--- src/rtl/order_pkg.sv ---
// Shared definitions for the order generator: side encoding, FSM states,
// default widths and the saturating drop-counter helper.
package order_pkg;

  localparam int unsigned PX_W_DEF  = 32;
  localparam int unsigned QTY_W_DEF = 16;
  localparam int unsigned ID_W_DEF  = 16;

  typedef enum logic {
    SIDE_BUY  = 1'b0,
    SIDE_SELL = 1'b1
  } side_e;

  typedef enum logic [1:0] {
    ST_IDLE  = 2'd0,
    ST_CHECK = 2'd1,
    ST_SEND  = 2'd2,
    ST_GAP   = 2'd3
  } state_e;

  // Add a small increment to a 16-bit counter, sticking at all-ones.
  function automatic logic [15:0] sat_add16(input logic [15:0] a, input logic [1:0] inc);
    logic [16:0] sum;
    sum = {1'b0, a} + {15'd0, inc};
    if (sum[16]) begin
      return 16'hFFFF;
    end else begin
      return sum[15:0];
    end
  endfunction

endpackage

--- src/rtl/order_gen_pos_tracker.sv ---
// Signed net position accumulated from execution fills.
module pos_tracker
  import order_pkg::*;
#(
  parameter int QW = QTY_W_DEF
) (
  input  logic                 clk,
  input  logic                 rst,
  input  logic                 fill_valid,
  input  logic                 fill_side,
  input  logic [QW-1:0]        fill_qty,
  output logic signed [QW+1:0] position
);

  logic signed [QW+1:0] r_position;
  logic        [QW+1:0] w_fill_ext;

  assign w_fill_ext = {2'b00, fill_qty};
  assign position   = r_position;

  // Buy fills add to the position, sell fills subtract; every cycle, any state.
  always_ff @(posedge clk) begin
    if (rst) begin
      r_position <= '0;
    end else if (fill_valid) begin
      if (fill_side == SIDE_BUY) begin
        r_position <= r_position + $signed(w_fill_ext);
      end else begin
        r_position <= r_position - $signed(w_fill_ext);
      end
    end
  end

endmodule

--- src/rtl/order_gen.sv ---
// Order generator: turns strategy decisions into risk-checked, rate-limited
// orders for the TX encoder and tracks drops and net position.
module order_gen
  import order_pkg::*;
#(
  parameter int W   = PX_W_DEF,
  parameter int QW  = QTY_W_DEF,
  parameter int IDW = ID_W_DEF
) (
  input  logic                 clk,
  input  logic                 rst,
  input  logic                 in_valid,
  input  logic                 buy,
  input  logic                 sell,
  input  logic [W-1:0]         bid_px0,
  input  logic [W-1:0]         ask_px0,
  input  logic [QW-1:0]        qty,
  input  logic [QW-1:0]        max_pos,
  input  logic [7:0]           min_gap,
  input  logic                 enable,
  output logic                 ord_valid,
  input  logic                 ord_ready,
  output logic                 ord_side,
  output logic [W-1:0]         ord_px,
  output logic [QW-1:0]        ord_qty,
  output logic [IDW-1:0]       ord_id,
  input  logic                 fill_valid,
  input  logic                 fill_side,
  input  logic [QW-1:0]        fill_qty,
  output logic signed [QW+1:0] position,
  output logic [15:0]          drop_cnt,
  output logic                 busy
);

  state_e         r_state;
  state_e         w_state_nxt;
  side_e          r_side;
  side_e          w_accept_side;
  logic [W-1:0]   r_px;
  logic [QW-1:0]  r_qty;
  logic [IDW-1:0] r_id;
  logic [7:0]     r_gap;
  logic [7:0]     w_gap_nxt;
  logic [15:0]    r_drop;
  logic           r_ord_valid;
  logic           r_busy;
  logic           w_accept;
  logic           w_id_inc;
  logic [1:0]     w_drop_inc;
  logic           w_strobe;
  logic           w_check_pass;
  logic           w_buy_ok;
  logic           w_sell_ok;

  // One extra bit of headroom so position +/- qty can never wrap.
  logic signed [QW+2:0] w_pos_ext;
  logic signed [QW+2:0] w_qty_ext;
  logic signed [QW+2:0] w_lim_ext;

  pos_tracker #(.QW(QW)) u_pos (
    .clk        (clk),
    .rst        (rst),
    .fill_valid (fill_valid),
    .fill_side  (fill_side),
    .fill_qty   (fill_qty),
    .position   (position)
  );

  assign w_strobe  = in_valid & (buy | sell);
  assign w_pos_ext = {position[QW+1], position};
  assign w_qty_ext = {3'b000, r_qty};
  assign w_lim_ext = {3'b000, max_pos};
  // The registered position is used, so a same-cycle fill does not affect the check.
  assign w_buy_ok     = (w_pos_ext + w_qty_ext) <= w_lim_ext;
  assign w_sell_ok    = (w_pos_ext - w_qty_ext) >= -w_lim_ext;
  assign w_check_pass = enable & ((r_side == SIDE_BUY) ? w_buy_ok : w_sell_ok);

  assign ord_valid = r_ord_valid;
  assign ord_side  = r_side;
  assign ord_px    = r_px;
  assign ord_qty   = r_qty;
  assign ord_id    = r_id;
  assign drop_cnt  = r_drop;
  assign busy      = r_busy;

  // FSM state register.
  always_ff @(posedge clk) begin
    if (rst) begin
      r_state <= ST_IDLE;
    end else begin
      r_state <= w_state_nxt;
    end
  end

  // Next-state, capture, drop and handshake decisions.
  always_comb begin
    w_state_nxt   = r_state;
    w_gap_nxt     = r_gap;
    w_accept      = 1'b0;
    w_accept_side = SIDE_BUY;
    w_id_inc      = 1'b0;
    // Any decision arriving while an order is in flight is lost.
    if ((r_state != ST_IDLE) && w_strobe) begin
      w_drop_inc = 2'd1;
    end else begin
      w_drop_inc = 2'd0;
    end
    case (r_state)
      ST_IDLE: begin
        if (in_valid && buy && sell) begin
          w_drop_inc = 2'd1;
        end else if (in_valid && buy) begin
          w_accept      = 1'b1;
          w_accept_side = SIDE_BUY;
          w_state_nxt   = ST_CHECK;
        end else if (in_valid && sell) begin
          w_accept      = 1'b1;
          w_accept_side = SIDE_SELL;
          w_state_nxt   = ST_CHECK;
        end else begin
          w_state_nxt = ST_IDLE;
        end
      end
      ST_CHECK: begin
        if (w_check_pass) begin
          w_state_nxt = ST_SEND;
        end else begin
          w_drop_inc  = w_drop_inc + 2'd1;
          w_state_nxt = ST_IDLE;
        end
      end
      ST_SEND: begin
        if (r_ord_valid && ord_ready) begin
          w_id_inc = 1'b1;
          if (min_gap == 8'd0) begin
            w_state_nxt = ST_IDLE;
            w_gap_nxt   = 8'd0;
          end else begin
            w_state_nxt = ST_GAP;
            w_gap_nxt   = min_gap;
          end
        end else begin
          w_state_nxt = ST_SEND;
        end
      end
      ST_GAP: begin
        if (r_gap <= 8'd1) begin
          w_state_nxt = ST_IDLE;
          w_gap_nxt   = 8'd0;
        end else begin
          w_state_nxt = ST_GAP;
          w_gap_nxt   = r_gap - 8'd1;
        end
      end
      default: begin
        w_state_nxt = ST_IDLE;
        w_gap_nxt   = 8'd0;
      end
    endcase
  end

  // Order fields, ID, drop counter, gap counter and registered status outputs.
  always_ff @(posedge clk) begin
    if (rst) begin
      r_side      <= SIDE_BUY;
      r_px        <= '0;
      r_qty       <= '0;
      r_id        <= '0;
      r_gap       <= 8'd0;
      r_drop      <= 16'd0;
      r_ord_valid <= 1'b0;
      r_busy      <= 1'b0;
    end else begin
      if (w_accept) begin
        r_side <= w_accept_side;
        r_px   <= (w_accept_side == SIDE_BUY) ? ask_px0 : bid_px0;
        r_qty  <= qty;
      end
      if (w_id_inc) begin
        r_id <= r_id + {{(IDW-1){1'b0}}, 1'b1};
      end
      r_gap       <= w_gap_nxt;
      r_drop      <= sat_add16(r_drop, w_drop_inc);
      r_ord_valid <= (w_state_nxt == ST_SEND);
      r_busy      <= (w_state_nxt != ST_IDLE);
    end
  end

endmodule
--- config.mk ---
export PLATFORM = sky130hd
export DESIGN_NAME = order_gen
export DESIGN_NICKNAME = d
export VERILOG_FILES = /design/src/rtl/order_pkg.sv /design/src/rtl/order_gen_pos_tracker.sv /design/src/rtl/order_gen.sv
export SDC_FILE = /design/constraint.sdc
export NUM_CORES = 1
export LEC_CHECK = 0
export ABC_AREA = 1
export BUFFER_PORTS_ARGS = -buffer_cell sky130_fd_sc_hd__buf_2
export CORE_ASPECT_RATIO = 0.5
export CORE_MARGIN = 5
export CORE_UTILIZATION = 30
export CTS_CLUSTER_SIZE = 8
export DETAILED_ROUTE_END_ITERATION = 7
export PLACE_DENSITY = 0.54
export SYNTH_ARGS = -nofsm -noshare
export SYNTH_HDL_FRONTEND = slang
export SYNTH_SLANG_ARGS = --single-unit
--- constraint.sdc ---
create_clock -name clk -period 16.5 [get_ports clk]
set_clock_uncertainty 0.05 [all_clocks]
set_input_delay 4.95 -clock clk [delete_from_list [all_inputs] [get_ports clk]]
set_output_delay 4.95 -clock clk [all_outputs]
set_load 0.1 [all_outputs]
==> results of run 1 <==
==> synthesized netlist by cell type, types with 2 or more instances <==
cell type,number,area [um2]
sky130_fd_sc_hd__a31o_2,2,17.52
sky130_fd_sc_hd__nor2_4,3,33.78
sky130_fd_sc_hd__clkbuf_1,27,101.4
sky130_fd_sc_hd__inv_2,9,33.78
sky130_fd_sc_hd__o21ai_2,3,26.28
sky130_fd_sc_hd__and3_1,3,18.77
sky130_fd_sc_hd__o22ai_1,4,25.02
sky130_fd_sc_hd__nand3_2,8,80.08
sky130_fd_sc_hd__or2_2,2,12.51
sky130_fd_sc_hd__xor2_1,70,613.1
sky130_fd_sc_hd__nor4_1,5,31.28
sky130_fd_sc_hd__o21bai_1,3,22.52
sky130_fd_sc_hd__o221ai_1,3,26.28
sky130_fd_sc_hd__nor3_4,2,32.53
sky130_fd_sc_hd__inv_1,181,679.4
sky130_fd_sc_hd__o21ai_0,103,515.5
sky130_fd_sc_hd__nor4_4,2,42.54
sky130_fd_sc_hd__o21ai_1,4,20.02
sky130_fd_sc_hd__o211ai_1,6,45.04
sky130_fd_sc_hd__fa_1,4,80.08
sky130_fd_sc_hd__a21oi_2,2,17.52
sky130_fd_sc_hd__buf_4,4,30.03
sky130_fd_sc_hd__nand3_1,39,195.2
sky130_fd_sc_hd__nor2_2,5,31.28
sky130_fd_sc_hd__ha_1,92,1151
sky130_fd_sc_hd__nand4_1,13,81.33
sky130_fd_sc_hd__nand2_2,7,43.79
sky130_fd_sc_hd__a31oi_1,6,37.54
sky130_fd_sc_hd__dfxtp_1,111,2222
sky130_fd_sc_hd__nor2_1,100,375.4
sky130_fd_sc_hd__nor3_2,9,90.09
sky130_fd_sc_hd__o31ai_1,2,15.01
sky130_fd_sc_hd__buf_2,8,40.04
sky130_fd_sc_hd__nor3_1,20,100.1
sky130_fd_sc_hd__nand2_1,214,803.3
sky130_fd_sc_hd__a21o_1,6,45.04
sky130_fd_sc_hd__a21boi_0,4,30.03
sky130_fd_sc_hd__a21oi_1,183,915.9
sky130_fd_sc_hd__xnor2_1,10,87.58
==> area by class of cell <==
type                    instances  area share (%)
multi-input cells             950           53.98
flip-flops and latches        111           20.81
repair buffers                232           10.95
inverters                     191           6.715
well taps                     391           4.582
clock buffers                   9           2.109
clock inverters                 7          0.8321
diodes                          1         0.02344
==> metrics by stage <==
| stage | instance area [um2] | instances | utilization, % | hold slack [ps] |
|---|---|---|---|---|
| finish | 10680 | 1892 | 36.73 | 438.0 |
| global route | 10680 | 1892 | 36.73 | 469.7 |
| CTS | 10670 | 1891 | 36.72 | 445.0 |
| detailed placement | 10360 | 1875 | 35.64 | 431.9 |
| global placement | 10360 | 1875 | 35.64 | 422.7 |
| floorplan | 8872 | 1292 | - | 421.8 |
==> worst max path at each step <==
stage | startpoint | end | slack [ps] | cells past startpoint
final | max_pos[1] | drop_cnt[13] | 6630 | 40
after floorplan | max_pos[1] | drop_cnt[13] | 6850 | 39
after detailed placement | max_pos[0] | drop_cnt[13] | 6180 | 40
after global placement | max_pos[0] | drop_cnt[13] | 6260 | 40
after CTS | max_pos[0] | drop_cnt[13] | 6550 | 40
after global routing | max_pos[1] | drop_cnt[9] | 5930 | 40
==> power groups by stage <==
| stage | registers, uW | logic [uW] | clock network [uW] |
|---|---|---|---|
| 6_report | 307 | 505 | 237 |
| 2_1_floorplan | 439 | 264 | 0 |
| 3_5_place_dp | 314 | 507 | 0 |
| 3_3_place_gp | 314 | 507 | 0 |
| 4_1_cts | 307 | 509 | 244 |
| 5_1_grt | 310 | 563 | 255 |
==> cells by family (layout without fill, tap and decap cells) <==
logic type | after synthesis | after routing
simple gates | 435 | 435
other cells | 0 | 1
compound gates | 339 | 339
fa+ha+maj | 96 | 96
buf+inv | 231 | 439
xor+xnor | 80 | 80
flops | 111 | 111
==> sequential cells by signal, summed over array words and instances, names as in the netlist <==
signal,flops
u_pos.position,18
ord_valid,1
ord_qty,16
r_state,2
ord_id,16
drop_cnt,16
r_gap,8
busy,1
ord_px,32
ord_side,1
==> layer usage <==
metal  vias up  global-route usage, %  wire, um
met4         0                  3.835       479
met5         -                      0         0
met3        30                  2.034       653
li1       4669                      -         -
met2       125                  29.67     14350
met1      4020                  21.43     13230
==> worst min-delay path: stages (launching register included) <==
cell	delay (ps)
sky130_fd_sc_hd__dfxtp_1	320
sky130_fd_sc_hd__inv_1	60
sky130_fd_sc_hd__a21oi_1	60
==> results by group, run 1 <==
Outcome
  – Status: finished, final reports clean

GRT
  – Leftover overflow at the end of global routing: 0
  – Global router's overall resource usage: 16.61%
  – Via count of the first global-routing pass: 8494
  – Number of antenna violations at the first check in global routing: 1
  – Wire length of the first global-routing pass: 45.45 mm
  – Largest net degree at the start of global routing: 67

Hold path
  – Classification of the worst-slack hold path: register to register
  – Worst Hold Depth: 2
  – Startpoint of the worst hold path: drop_cnt[14]
  – Worst Hold Endpoint: drop_cnt[14]

Die
  – Starting density of the core: 30.52%
  – X dimension of the die: about 250 um
  – Std-Cell Rows: 44
  – Count of pins on the block boundary: 230
  – Die extent in y: 131.6 um
  – Std-Cell Core Area: 29070 um2
  – Die footprint: about 33000 um2

STA
  – F_max: 101.3 MHz
  – Worst relative slew slack: a little under a third
  – Setup TNS: 0 ps
  – RSZ-0062 raised after global routing: no
  – Total of endpoints with negative setup slack in the final report: 0
  – Minimum clock period: 9869 ps
  – Slew @ Worst Pin: 1035 ps
  – Smallest setup slack after layout: 6631 ps
  – Final Cycle Share: 59.81%
  – Max Slew Vio Count: 0
  – Final Hold Fails: 0

Power and ir drop
  – Worst-case vdd ir drop: 49.62 uV
  – Proportion of total power due to net switching: 47.18%
  – Power consumption: 1049 uW
  – Ratio of total power to cell area: 98.29 nW/um2
  – Combinational cell fraction of total power: 48.2%
  – Internal power component: 554.2 uW
  – Power share of the sequential group: 29.3%
  – Part of the power in the clock network: 22.6%
  – Net switching power of the design: 495.1 uW
  – Standby leakage power: 0.005502 uW

Yosys
  – Part of the Yosys area used for sequential elements: 25.05%
  – Synth Register Bits: 111
  – Count of mapped cells out of synthesis: 1292
  – Dominant register cell in the synthesized netlist: sky130_fd_sc_hd__dfxtp_1
  – Yosys synthesis warning count: 0
  – Number of nets produced by synthesis: 1517
  – Area of the mapped netlist: 8872 um2
  – Compound-cell area share of the yosys netlist: 20.62%
  – Multiplexer share of the synthesized area: 0%
  – Number of enable flip-flop cells after synthesis: 0
  – Mean cell area of the mapped netlist: roughly 6.9 um2
  – Xor and xnor area share after synthesis: under 10%
  – Share of synthesized cell area in full adder, half adder and majority cells: 13.88%
  – Fraction of registers with async set or reset after synthesis: 0%
  – Main combinational cell family by area after synthesis: simple AND/OR/NAND/NOR gates
  – Number of distinct library cell variants in the gate-level netlist after synthesis: 52
  – Simple-Gate Fraction of Synth Area: 22.51%

Clocking
  – Gates resized, CTS repair: 0
  – Clock tree from TritonCTS: built
  – Number of buffers between clock root and the deepest sink: 2
  – Clock slew at the register clock pins of the worst setup and hold paths: 80 ps
  – Hold-fix buffer count after cts: 0
  – Clock latency of the later-clocked register in the worst-skew pair: 370 ps
  – Clock root buffer master: sky130_fd_sc_hd__clkbuf_16
  – Number of clock buffers inserted by TritonCTS: 9
  – H-tree depth: 3
  – Post-CTS Setup Inserts: 0
  – Number of sinks handled by clock tree synthesis: between 100 and 150

Finish
  – Commonest cells after routing, fill and taps aside: sky130_fd_sc_hd__buf_2, sky130_fd_sc_hd__nand2_1, sky130_fd_sc_hd__a21oi_1
  – Synth-to-layout area growth: 20.34%
  – Area of the multi-input gates: 5763 um2
  – NumNets Final: 1720
  – Share of cells above drive strength 1: 20.40%
  – Commonest non-fill, non-tap cell in the layout: sky130_fd_sc_hd__buf_2
  – Reg area: 2222 um2
  – Number of fill cells in the layout: 3184

Setup path
  – Sort of element at the start of the critical path: primary input
  – Largest delay contributor family on the critical path: simple AND/OR/NAND/NOR gates
  – Startpoint of the most critical register-to-register path: u_pos.position[0]
  – Maximum cell stage delay along the critical path: 390 ps
  – Combined buffer and inverter count along the critical path: 9
  – CP max stage cell: sky130_fd_sc_hd__fa_1
  – Worst EP required: 16760 ps
  – Class of the most critical setup path: primary input to register
  – CP endpoint kind: register
  – Cell type with the highest occurrence count on the critical path: sky130_fd_sc_hd__nand2_1
  – Reg2Reg Depth: 42
  – Arrival time at the worst endpoint: a little over 10000 ps
  – Capture point of the worst reg-to-reg path: drop_cnt[13]
  – Register-to-register path setup slack: 10370 ps
  – Critical-path maximum fanout: 10

Route
  – Total number of vias: ~9k
  – Via-to-Cell Ratio: 4.674
  – Routed length per placed instance: 15.18 um
  – Length of the first detailed-routing pass in iterations: 5
  – Residual antenna-violating net count after detailed routing: 0
  – Detailed Route WL: 28.72 mm
  – Drc violations: 0
  – Starting DRC count in detailed routing: 425

Run
  – Max Cap Viol: 0

Placement
  – Post-detailed-placement half-perimeter wirelength: ~23 mm
  – Minimum setup slack after placement: around 6000 ps
  – Count of port buffers added during placement: 229
  – Routability cong.: 0.8746
(Power assumes the default switching activity.)
==> run 2, diff against run 1 <==
ABC_AREA = 0   (was 1)
PLACE_DENSITY = 0.56   (was 0.54)
clock period = 8 ns   (was 16.5 ns; I/O delays follow)
==> run 2 against run 1 <==
Effect of this change: sequential share of layout area is 0.63 points higher; power grew to 2.5 times the previous value; design area is 2.9% lower; critical path depth is 16 lower; first-iteration DRC count is 17% lower; routed wire length is 15% lower; combinational power grew to 2.9 times the previous value; clock-buffer cell count stayed put.
==> results by group, run 2 <==
Yosys
  – Xor and xnor area share after synthesis: 10.05%
  – Main combinational cell family by area after synthesis: simple AND/OR/NAND/NOR gates
  – Number of enable flip-flop cells after synthesis: 0
  – Compound-cell area share of the yosys netlist: 18.44%
  – Fraction of registers with async set or reset after synthesis: 0%
  – Most frequently used cell type in the post-synthesis netlist: sky130_fd_sc_hd__nor2_1
  – Area fraction of the dominant cell type after synthesis: between 20% and 30%
  – Number of distinct library cell variants in the gate-level netlist after synthesis: 74
  – Yosys synthesis warning count: 0
  – Multiplexer share of the synthesized area: 5.863%
  – Count of mapped cells out of synthesis: between 1k and 1.5k
  – Number of nets produced by synthesis: between 1k and 1.5k
  – Cell taking the most area after synthesis: sky130_fd_sc_hd__dfxtp_1
  – Synth Register Bits: 111
  – Simple-Gate Fraction of Synth Area: between 20% and 30%
  – Mean cell area of the mapped netlist: around 8.1 um2
  – Area of the mapped netlist: 8537 um2
  – Share of synthesized cell area in full adder, half adder and majority cells: 14.42%
  – Part of the Yosys area used for sequential elements: 26.03%
  – Dominant register cell in the synthesized netlist: sky130_fd_sc_hd__dfxtp_1
  – Top cells by area, synth: sky130_fd_sc_hd__dfxtp_1, sky130_fd_sc_hd__ha_1, sky130_fd_sc_hd__xnor2_1
  – Top cells by instance count after synthesis: sky130_fd_sc_hd__nor2_1, sky130_fd_sc_hd__dfxtp_1, sky130_fd_sc_hd__ha_1

STA
  – Smallest setup slack after layout: about 880 ps
  – Minimum clock period: 7119 ps
  – Slew @ Worst Pin: 977.8 ps
  – RSZ-0062 raised after global routing: no
  – Total of endpoints with negative setup slack in the final report: 0
  – Setup TNS: 0 ps
  – F_max: 140.5 MHz
  – Max Slew Vio Count: 0
  – Worst relative slew slack: between 30% and 40%
  – Final Cycle Share: between 80% and 90%
  – Final Hold Fails: 0

Power and ir drop
  – Net switching power of the design: 1247 uW
  – Worst-case vdd ir drop: 106.7 uV
  – Proportion of total power due to net switching: 47.21%
  – Standby leakage power: 0.004854 uW
  – Ratio of total power to cell area: around 250 nW/um2
  – Internal power component: ~1400 uW
  – Part of the power in the clock network: 19.8%
  – Power share of the sequential group: 25.3%
  – Combinational cell fraction of total power: 54.9%

Finish
  – Diode count: 0
  – Synth-to-layout area growth: 21.38%
  – NumNets Final: 1486
  – Commonest cells after routing, fill and taps aside: sky130_fd_sc_hd__buf_2, sky130_fd_sc_hd__nor2_1, sky130_fd_sc_hd__dfxtp_1
  – Share of cells above drive strength 1: 21.41%
  – Number of flip-flops in the largest register: 32
  – Commonest non-fill, non-tap cell in the layout: sky130_fd_sc_hd__buf_2

Clocking
  – Number of sinks handled by clock tree synthesis: 111
  – H-tree depth: 3
  – Clock latency of the later-clocked register in the worst-skew pair: 360 ps
  – Number of clock buffers inserted by TritonCTS: 9
  – Post-CTS Setup Inserts: 0
  – Number of buffers between clock root and the deepest sink: 2
  – Clock slew at the register clock pins of the worst setup and hold paths: roughly 80 ps
  – Hold-fix buffer count after cts: 0
  – Clock root buffer master: sky130_fd_sc_hd__clkbuf_16
  – Clock tree from TritonCTS: built
  – Gates resized, CTS repair: 0

Setup path
  – CP max stage cell: sky130_fd_sc_hd__nor4_1
  – Class of the most critical setup path: primary input to register
  – Sort of element at the start of the critical path: primary input
  – Startpoint of the worst setup timing path: max_pos[2]
  – Largest delay contributor family on the critical path: simple AND/OR/NAND/NOR gates
  – Maximum cell stage delay along the critical path: 490 ps
  – Cell-by-cell trace of the critical path: buf_2, nor4_1, nand2_1, nor2_1, xnor2_1, ha_1, a211o_1, a21oi_1, o21ai_0, a311o_1, a21oi_1, nor2_1, nand2_1, ha_1, a22o_1, ha_1, inv_1, fa_1, nor2_1, and3_1, nand2_1, nor2_1, nand3_1, a21oi_1
  – Worst EP required: ~8000 ps
  – Cell type with the highest occurrence count on the critical path: sky130_fd_sc_hd__nor2_1
  – Arrival time at the worst endpoint: 7360 ps
  – CP endpoint kind: register
  – Critical-path maximum fanout: 14
  – Combined buffer and inverter count along the critical path: 2
  – Startpoint of the most critical register-to-register path: ord_qty[5]

Die
  – Starting density of the core: 30.63%
  – Die extent in y: 129.3 um
  – Count of pins on the block boundary: 230
  – Die footprint: 32130 um2
  – Std-Cell Rows: 43
  – X dimension of the die: between 200 and 250 um
  – Std-Cell Core Area: about 28000 um2

Placement
  – Count of port buffers added during placement: ~230
  – Minimum setup slack after placement: 539.3 ps
  – Routability cong.: 0.8347
  – Post-detailed-placement half-perimeter wirelength: 19.91 mm

GRT
  – Global router's overall resource usage: 14.73%
  – Wire length of the first global-routing pass: ~39 mm
  – Number of antenna violations at the first check in global routing: 0
  – Leftover overflow at the end of global routing: 0
  – Via count of the first global-routing pass: 7852
  – Largest net degree at the start of global routing: 81

Hold path
  – Classification of the worst-slack hold path: register to register
  – Startpoint of the worst hold path: ord_px[24]

Outcome
  – Status: finished, final reports clean

Route
  – Met3 wire length: 1.259 mm
  – Total number of vias: ~8.0k
  – Drc violations: 0
  – Uppermost layer routed: met4
  – Residual antenna-violating net count after detailed routing: 0
  – Via-to-Cell Ratio: 4.859
  – Wire length the detailed router placed on met1: 10.67 mm
  – Met2 wire len: 11.97 mm
  – Detailed Route WL: 24.44 mm
  – Length of the first detailed-routing pass in iterations: 7
  – Routed length per placed instance: around 15 um
  – Starting DRC count in detailed routing: 353

Run
  – Max Cap Viol: 0
## run 2: stage by stage
stage	instance area [um2]	power, uW	utilization [%]	hold slack, ps	cells
2_1_floorplan	8537	1837	-	422.2	1059
6_report	10360	2642	37.18	451.3	1648
5_1_grt	10360	2849	37.18	477.0	1648
4_1_cts	10360	2685	37.18	453.1	1648
3_3_place_gp	10010	2117	35.93	425.4	1632
3_5_place_dp	10010	2140	35.93	440.4	1632
## run 2: path summary, 6_finish.rpt
check | end | slack (ps) | cells after the start
worst max-delay path | drop_cnt[13] | 880 | 24
worst min-delay path | ord_px[24] | 450 | 2
worst max register to register | drop_cnt[13] | 1080 | 31
worst min register to register | ord_px[24] | 450 | 2
## run 2: power groups by stage
stage | Sequential, uW | Clock [uW] | Combinational (uW)
final | 668 | 524 | 1450
after floorplan | 1000 | 0 | 837
after global placement | 681 | 0 | 1440
after CTS | 671 | 550 | 1460
after detailed placement | 683 | 0 | 1460
after global routing | 678 | 569 | 1600
## run 2: per-layer routing
metal | up-vias | GRT usage, %
li1 | 4130 | -
met1 | 3683 | 17.62
met2 | 163 | 26.35
met3 | 32 | 3.811
met4 | 0 | 4.603
met5 | - | 0
## run 2: layout make-up
type                       count  area, um2
clock buffer                   9      225.2
clock inverter                 7      123.9
fill                        2931      17510
inverter                      65      244.0
multi-input combinational    842       5898
sequential                   111       2222
tap                          382      478.0
timing repair buffer         232       1171
## run 2: worst register-to-register path: cells and delay by family, from the launching register on
| family | cells | cell delay, ps |
|---|---|---|
| AO/OA/AOI/OAI | 12 | 2520 |
| AND/OR/NAND/NOR | 11 | 2030 |
| adder cells (fa/ha/maj) | 5 | 1610 |
| flip-flops | 1 | 420 |
| buffers and inverters | 2 | 130 |
| XOR/XNOR | 1 | 90 |
## run 2: logic make-up after synthesis
logic type | Yosys count
xor gates and xnor gates | 98
DFF | 111
adders and majority gates | 96
muxes | 50
AOI/OAI and AO/OA | 232
and+or+nand+nor | 366
buffers and inverters | 106
